`config.mk`:
```
export PLATFORM = sky130hd
export DESIGN_NAME = vedic_mul8_seq
export DESIGN_NICKNAME = d
export VERILOG_FILES = /design/src/rtl/vedic_mul8_seq.sv
export SDC_FILE = /design/constraint.sdc
export NUM_CORES = 1
export LEC_CHECK = 0
export CAP_MARGIN = 15
export CORE_MARGIN = 2
export CORE_UTILIZATION = 47
export CTS_CLUSTER_SIZE = 30
export DETAILED_ROUTE_END_ITERATION = 6
export PLACE_DENSITY = 0.76
export SYNTH_ARGS = -nofsm -noshare
export SYNTH_HDL_FRONTEND = slang
export SYNTH_SLANG_ARGS = --single-unit
```
`constraint.sdc`:
```
create_clock -name clk -period 2.8 [get_ports clk]
set_input_delay 0.42 -clock clk [delete_from_list [all_inputs] [get_ports clk]]
set_output_delay 0.42 -clock clk [all_outputs]
set_load 0.05 [all_outputs]
```
`src/rtl/vedic_mul8_seq.sv`:
```
// 8x8 -> 16-bit multiply sequencer that time-shares one combinational 4x4 multiplier over four steps.
// Optional feature macro: VEDIC_SEQ_SIGNED_EN adds in_signed for two's-complement operands.
module vedic_mul8_seq #(
  parameter int TAG_W = 4
) (
  input  logic             clk,
  input  logic             rst,
  input  logic             in_valid,
  output logic             in_ready,
  input  logic [7:0]       in_a,
  input  logic [7:0]       in_b,
  input  logic [TAG_W-1:0] in_tag,
`ifdef VEDIC_SEQ_SIGNED_EN
  input  logic             in_signed,
`endif
  output logic             out_valid,
  input  logic             out_ready,
  output logic [15:0]      out_p,
  output logic [TAG_W-1:0] out_tag,
  output logic             busy,
  output logic [3:0]       mul_a,
  output logic [3:0]       mul_b,
  input  logic [7:0]       mul_p
);

  typedef enum logic [1:0] {IDLE = 2'd0, MUL = 2'd1, DONE = 2'd2} state_t;

  state_t           state_q, state_d;
  logic [1:0]       step_q, step_d;
  logic [15:0]      acc_q, acc_d;
  logic [7:0]       a_q, a_d;
  logic [7:0]       b_q, b_d;
  logic [TAG_W-1:0] tag_q, tag_d;
  logic             neg_q, neg_d;
  logic [15:0]      out_p_q, out_p_d;
  logic [TAG_W-1:0] out_tag_q, out_tag_d;

  logic [7:0]       a_mag, b_mag;
  logic             neg_in;
  logic [15:0]      pp_shifted;

  // Magnitudes fed to the unsigned sequence; -128 maps to 0x80 naturally.
`ifdef VEDIC_SEQ_SIGNED_EN
  always_comb begin
    a_mag  = (in_signed && in_a[7]) ? 8'(~in_a + 8'd1) : in_a;
    b_mag  = (in_signed && in_b[7]) ? 8'(~in_b + 8'd1) : in_b;
    neg_in = in_signed && (in_a[7] ^ in_b[7]);
  end
`else
  always_comb begin
    a_mag  = in_a;
    b_mag  = in_b;
    neg_in = 1'b0;
  end
`endif

  always_comb begin
    pp_shifted = 16'd0;
    case (step_q)
      2'd0:    pp_shifted = {8'd0, mul_p};
      2'd1,
      2'd2:    pp_shifted = {4'd0, mul_p, 4'd0};
      default: pp_shifted = {mul_p, 8'd0};
    endcase
  end

  // State register
  always_ff @(posedge clk) begin
    if (rst) begin
      state_q   <= IDLE;
      step_q    <= 2'd0;
      acc_q     <= 16'd0;
      a_q       <= 8'd0;
      b_q       <= 8'd0;
      tag_q     <= '0;
      neg_q     <= 1'b0;
      out_p_q   <= 16'd0;
      out_tag_q <= '0;
    end else begin
      state_q   <= state_d;
      step_q    <= step_d;
      acc_q     <= acc_d;
      a_q       <= a_d;
      b_q       <= b_d;
      tag_q     <= tag_d;
      neg_q     <= neg_d;
      out_p_q   <= out_p_d;
      out_tag_q <= out_tag_d;
    end
  end

  // Next-state and datapath
  always_comb begin
    state_d   = state_q;
    step_d    = step_q;
    acc_d     = acc_q;
    a_d       = a_q;
    b_d       = b_q;
    tag_d     = tag_q;
    neg_d     = neg_q;
    out_p_d   = out_p_q;
    out_tag_d = out_tag_q;
    case (state_q)
      IDLE: begin
        if (in_valid) begin
          a_d     = a_mag;
          b_d     = b_mag;
          tag_d   = in_tag;
          neg_d   = neg_in;
          acc_d   = 16'd0;
          step_d  = 2'd0;
          state_d = MUL;
        end
      end
      MUL: begin
        acc_d  = acc_q + pp_shifted;
        step_d = step_q + 2'd1;
        if (step_q == 2'd3) begin
          out_p_d   = neg_q ? 16'(~acc_d + 16'd1) : acc_d;
          out_tag_d = tag_q;
          state_d   = DONE;
        end
      end
      DONE: begin
        if (out_ready) state_d = IDLE;
      end
      default: state_d = IDLE;
    endcase
  end

  // Outputs; the shared array sees zeros outside MUL so it stays quiet.
  always_comb begin
    in_ready  = (state_q == IDLE);
    out_valid = (state_q == DONE);
    busy      = (state_q != IDLE);
    out_p     = out_p_q;
    out_tag   = out_tag_q;
    mul_a     = 4'd0;
    mul_b     = 4'd0;
    if (state_q == MUL) begin
      mul_a = step_q[0] ? a_q[7:4] : a_q[3:0];
      mul_b = step_q[1] ? b_q[7:4] : b_q[3:0];
    end
  end

endmodule
```
==> results of run 1 <==
## area by class of cell
type	count	area, um^2	area share
clock buffers	13	178.9	0.03739
inverters	10	37.54	0.007843
well taps	96	120.1	0.02510
multi-input cells	332	2137	0.4465
repair buffers	115	1018	0.2128
clock inverters	3	90.09	0.01882
flip-flops and latches	60	1204	0.2515
## routing by layer
metal  routed length [um]  part of all wire  global-route usage  vias up
li1                     -                 -                   -     1718
met3                  711             0.072             0.05690       22
met5                    0                 0                   0        -
met4                  254             0.026             0.09780        0
met2                 4470              0.45              0.3996      151
met1                 4465              0.45              0.3463     1682
## path summary, 6_finish.rpt
path | from | end | slack, ns | cells past startpoint
worst min-delay path | tag_q[2] | out_tag[2] | 0.45 | 2
worst min register to register | tag_q[2] | out_tag[2] | 0.45 | 2
worst max-delay path | step_q[0] | out_p[6] | 0.04 | 13
worst max register to register | step_q[0] | out_p[6] | 0.04 | 13
## stage by stage
stage	setup TNS [ns]	instances
after CTS	-0.02174	625
after detailed placement	-1.062	609
after floorplan	-0.01640	427
final	0	629
after global placement	-0.6500	609
after global routing	-0.2034	629
## power by group
part | switching (mW) | internal (mW) | leakage [nW]
logic | 0.269 | 0.231 | 1.30
clock network | 0.345 | 0.689 | 0.136
registers | 0.0209 | 0.886 | 0.489
## worst reg2reg max path, delay by kind of cell (launching register included)
family                     cells  cell delay [ns]
AOI/OAI and AO/OA              3             0.76
buffers and inverters          3             0.34
adders and majority gates      3             0.68
and+or+nand+nor                3             0.41
xor gates and xnor gates       1             0.14
DFF                            1             0.35
## synthesized netlist by cell type, drive strengths merged (4+ instances only)
cell type / count / share of area
mux2i: 9 / 0.027
nand2: 96 / 0.11
nor3: 7 / 0.010
ha: 17 / 0.063
a311o: 5 / 0.016
o21ai: 9 / 0.013
and3: 12 / 0.023
a21o: 10 / 0.023
xnor2: 5 / 0.013
a31oi: 4 / 0.012
inv: 10 / 0.011
a22oi: 4 / 0.0089
o31ai: 4 / 0.0089
and2: 11 / 0.020
dfxtp: 60 / 0.36
a21oi: 49 / 0.073
nand3: 20 / 0.031
clkbuf: 22 / 0.024
nor2: 20 / 0.022
## cells by family (layout without fill, tap and decap cells)
kind of cell | Yosys count | count (layout) | share of synthesized area
buf+inv | 35 | 141 | 0.03929
xor+xnor | 8 | 8 | 0.02076
fa+ha+maj | 18 | 18 | 0.06894
simple gates | 184 | 184 | 0.2506
flops | 60 | 60 | 0.3558
compound gates | 113 | 113 | 0.2380
mux | 9 | 9 | 0.02669
## repair_timing
action	CTS	global route
gates resized for setup	3	14
cloned	0	0
endpoints found under the hold margin	0	0
buffers inserted	0	3
endpoints found under the setup margin	9	12
pin swaps	0	7
## state kept, by name (all words and copies together), names as in the netlist
signal	cells
b_q	8
out_tag	4
tag_q	4
out_p	16
a_q	8
acc_q	16
step_q	2
state_q	2
## placed cells by master, fill, tap and decap left out, drive strengths merged, types with 3 or more instances in the layout
cell type / netlist / final
or2: 3 / 3
nor3: 7 / 7
bufinv: 0 / 3
dfxtp: 60 / 60
buf: 3 / 52
nand3: 20 / 20
xor2: 3 / 3
a31oi: 4 / 4
a21o: 10 / 10
a22oi: 4 / 4
inv: 10 / 10
ha: 17 / 17
and3: 12 / 12
a311o: 5 / 5
clkdlybuf4s50: 0 / 62
and2: 11 / 11
o21ai: 9 / 9
o31ai: 4 / 4
or3: 3 / 3
nor2b: 3 / 3
nand4: 3 / 3
a211oi: 3 / 3
xnor2: 5 / 5
nor2: 20 / 20
mux2i: 9 / 9
clkbuf: 22 / 14
a21oi: 49 / 49
nand2: 96 / 96
a2111oi: 3 / 3
==> impl_metrics.yaml, run 1 <==
power:
  ir_drop_mv: 0.2935
  leakage_nw: 1.926
  power_mw: 2.441
  p_per_area_nw_per_um2: 510.1
floorplan:
  initial_utilization: 0.4914
  coreArea_um2: 6869
  ios: 63
  die-area_um2: 7877
  die_w_um: 88.75
  rows: 30
  fp.dieH_um: 88.75
final_layout:
  nFillCells: 542
  antennaDiodeCount: 0
  area_delta_synth_final_pct: 41.77
  finalInstanceArea_um2: 4786
  post-route-util: 0.6967
  nets: 578
  drive_gt1_frac: 0.1951
place:
  post-place-ws_ns: -0.2069
  gp_congestion: 0.9949
  placed_area_um2: 4413
  portBuffers: 62
  hpwl_um: 6928
detailed_routing:
  vias: 3573
  wl_um: 9902
  wl_per_cell_um: 15.74
  via_per_inst: 5.680
  drc_errors: 0
  detail-route-antenna-nets: 0
  drtPass1Iterations: 5
  drtIter0Drc: 247
sta:
  worst_pin_slew_ns: 0.6221
  setup_violations: 0
  period_minus_slack_ns: 2.761
  maxClockFrequency_mhz: 362.2
  hold_viol: 0
  rsz0062_at_grt: "yes"
  slew_violations: 0
  worst_slack_ns: 0.03872
  period_share: 0.9862
  worst_hold_slack_ns: 0.4522
  skew_ns: 0.008400
  relSlewSlack: 0.5837
logic_synthesis:
  synth_edf_count: 0
  syn_inst: 427
  ys_seq_area_frac: 0.3558
  synthFlopType: "dfxtp_1"
  ys_async_sr_fraction: 0
  synth.distinct_cells: 61
  ys_warn_count: 0
  syn_nets: 477
  synth-seq-cells: 60
  synth_area_um2: 3376
  avgSynthCellArea_um2: 7.906
global_routing:
  track_usage: 0.2564
  grt_pass1_wl_um: 15690
  first_global_vias: 3385
  grt_max_degree: 46
  antenna_found_initial: 0
  grt.overflow.total: 0
cts:
  cts.path.max_buffers: 2
  clock_latency_ns: 0.34
  clk_pin_slew_worst_paths_ns: 0.07
  numCtsBuffers: 9
  clkSinkCount: 60
  cts_max_level: 3
  cts_tree: "built"
  root_buffer: "clkbuf_8"
  cts.hold.buffers_added: 0
setup_path:
  cp-start-kind: "register"
  crit_family: "compound AO/OA/AOI/OAI gates"
  end_kind: "register"
  worstPathCellList: "inv_2, ha_4, nor2b_4, and2_4, ha_4, fa_2, a21o_1, a221oi_4, buf_4, buf_4, xnor2_1, nand2_1, a21oi_2"
  slowest_delay_ns: 0.40
  crit_required_ns: 3.07
  critical_path_class: "register to register"
  crit_path_max_fanout: 5
  crit_slowest_cell: "a221oi_4"
  cp_data_arrival_time_ns: 3.03
  cp.buffers_inverters: 3
run:
  maxCapViolCount: 0
run_status:
  status: "finished, final reports clean"
hold_path:
  holdCritPathClass: "register to register"
Note: power is estimated with default switching activity, not from simulation.
==> run 2: changes to the inputs <==
Settings changed: GPL_TIMING_DRIVEN set to 1.
==> results of run 2 <==
The final DEF is identical to that of run 1; final timing and power are the same.
==> run 3: changes to the inputs <==
Settings changed: CORE_UTILIZATION 47 to 30, PLACE_DENSITY 0.76 to not set.
==> impl_metrics.yaml, run 3 (same netlist as run 1, synthesis figures left out) <==
sta:
  worst_pin_slew_ns: 0.6566
  setup_violations: 0
  period_share: 0.9675
  relSlewSlack: 0.5606
  setup-tns-final_ns: 0
  slew_violations: 0
  rsz0062_at_grt: "yes"
  skew_ns: 0.01307
  period_minus_slack_ns: 2.709
  hold_viol: 0
  maxClockFrequency_mhz: 369.2
power:
  ir_drop_mv: 0.2620
  power_mw: 2.229
  leakage_nw: 1.922
  p_per_area_nw_per_um2: 458.1
detailed_routing:
  detail-route-antenna-nets: 0
  drtPass1Iterations: 4
  drc_errors: 0
  drtIter0Drc: 191
  vias: 3419
  wl_per_cell_um: 14.96
  via_per_inst: 5.028
  wl_um: 10180
cts:
  cts.path.max_buffers: 2
  numCtsBuffers: 9
  clk_pin_slew_worst_paths_ns: 0.08
  clock_latency_ns: 0.35
  clkSinkCount: 60
  root_buffer: "clkbuf_8"
  cts_max_level: 3
  cts_tree: "built"
global_routing:
  grt_max_degree: 48
  grt_pass1_wl_um: 16730
  antenna_found_initial: 0
  track_usage: 0.1785
  grt.overflow.total: 0
  first_global_vias: 3393
setup_path:
  crit_path_max_fanout: 5
  crit_required_ns: 3.04
  cp-start-kind: "register"
  end_kind: "register"
  critical_path_class: "register to register"
  cp_data_arrival_time_ns: 2.95
final_layout:
  nets: 585
  layout_commonest_cell: "nand2_1"
  area_delta_synth_final_pct: 44.14
  antennaDiodeCount: 0
  drive_gt1_frac: 0.2093
  final_cell_mix: "nand2_1 (96), clkdlybuf4s50_1 (61), dfxtp_1 (58), buf_4 (56), a21oi_1 (49)"
place:
  gp_congestion: 0.8335
  hpwl_um: 7566
  portBuffers: 62
floorplan:
  die-area_um2: 12120
  initial_utilization: 0.3100
  die_w_um: 110.1
  fp.dieH_um: 110.1
  ios: 63
  coreArea_um2: 10890
  rows: 38
hold_path:
  holdCritPathClass: "register to register"
run:
  maxCapViolCount: 0
run_status:
  status: "finished, final reports clean"
run 3: cell count changes in the layout (fill, tap and decap cells not counted), sizes merged, moves of 2 or more:
cell / change
buf: +9
clkinvlp: +2
bufinv: -2
clkbuf: -5
inv: +3
run 3: worst paths after layout:
| kind | cells after the start | start | end | slack, ns |
|---|---|---|---|---|
| worst min-delay path | 2 | tag_q[2] | out_tag[2] | 0.46 |
| worst min register to register | 2 | tag_q[2] | out_tag[2] | 0.46 |
| worst max register to register | 11 | step_q[0] | out_p[10] | 0.09 |
| worst max-delay path | 11 | step_q[0] | out_p[10] | 0.09 |
run 3: metrics by stage:
stage / cell area (um^2) / hold WS [ns] / worst slack, ns / cells / util
2_1_floorplan: 3431 / 0.4318 / -0.01352 / 427 / -
3_3_place_gp: 4486 / 0.4391 / -0.1285 / 656 / 0.4120
3_5_place_dp: 4486 / 0.4449 / -0.1966 / 656 / 0.4120
4_1_cts: 4728 / 0.4571 / -0.01327 / 673 / 0.4343
5_1_grt: 4866 / 0.4784 / -0.04214 / 680 / 0.4469
6_report: 4866 / 0.4556 / 0.09110 / 680 / 0.4469
run 3: timing repair:
action / CTS / global route
resized for setup: 8 / 17
hold buffers: 0 / 0
pin swaps: 5 / 14
endpoints found under the setup margin: 11 / 20
buffers inserted: 1 / 7
run 3: layer usage:
layer,vias up,share of wire,track usage
li1,1735,-,-
met1,1581,0.48,0.2466
met2,96,0.45,0.2783
met3,7,0.062,0.03998
met4,0,0.012,0.05063
met5,-,0,0
run 3: critical path, stage by stage (launching register included):
cell	delay [ns]
dfxtp_2	0.35
inv_2	0.05
ha_4	0.15
nor2b_4	0.13
and2_4	0.14
ha_4	0.16
fa_2	0.35
a21o_1	0.21
a221oi_4	0.39
o211ai_2	0.19
and3_1	0.22
a311o_1	0.26
run 3: area by class of cell:
class | count | area, um^2
Timing Repair Buffer | 122 | 1081
Tap cell | 140 | 175.2
Inverter | 10 | 41.29
Clock buffer | 9 | 123.9
Multi-Input combinational cell | 332 | 2160
Sequential cell | 60 | 1204
Fill cell | 1067 | 6022
Clock inverter | 7 | 81.33
run 3: report_power, final:
part / switching [mW] / internal [mW]
registers: 0.0204 / 0.885
clock network: 0.399 / 0.425
logic: 0.269 / 0.230
total: 0.689 / 1.54
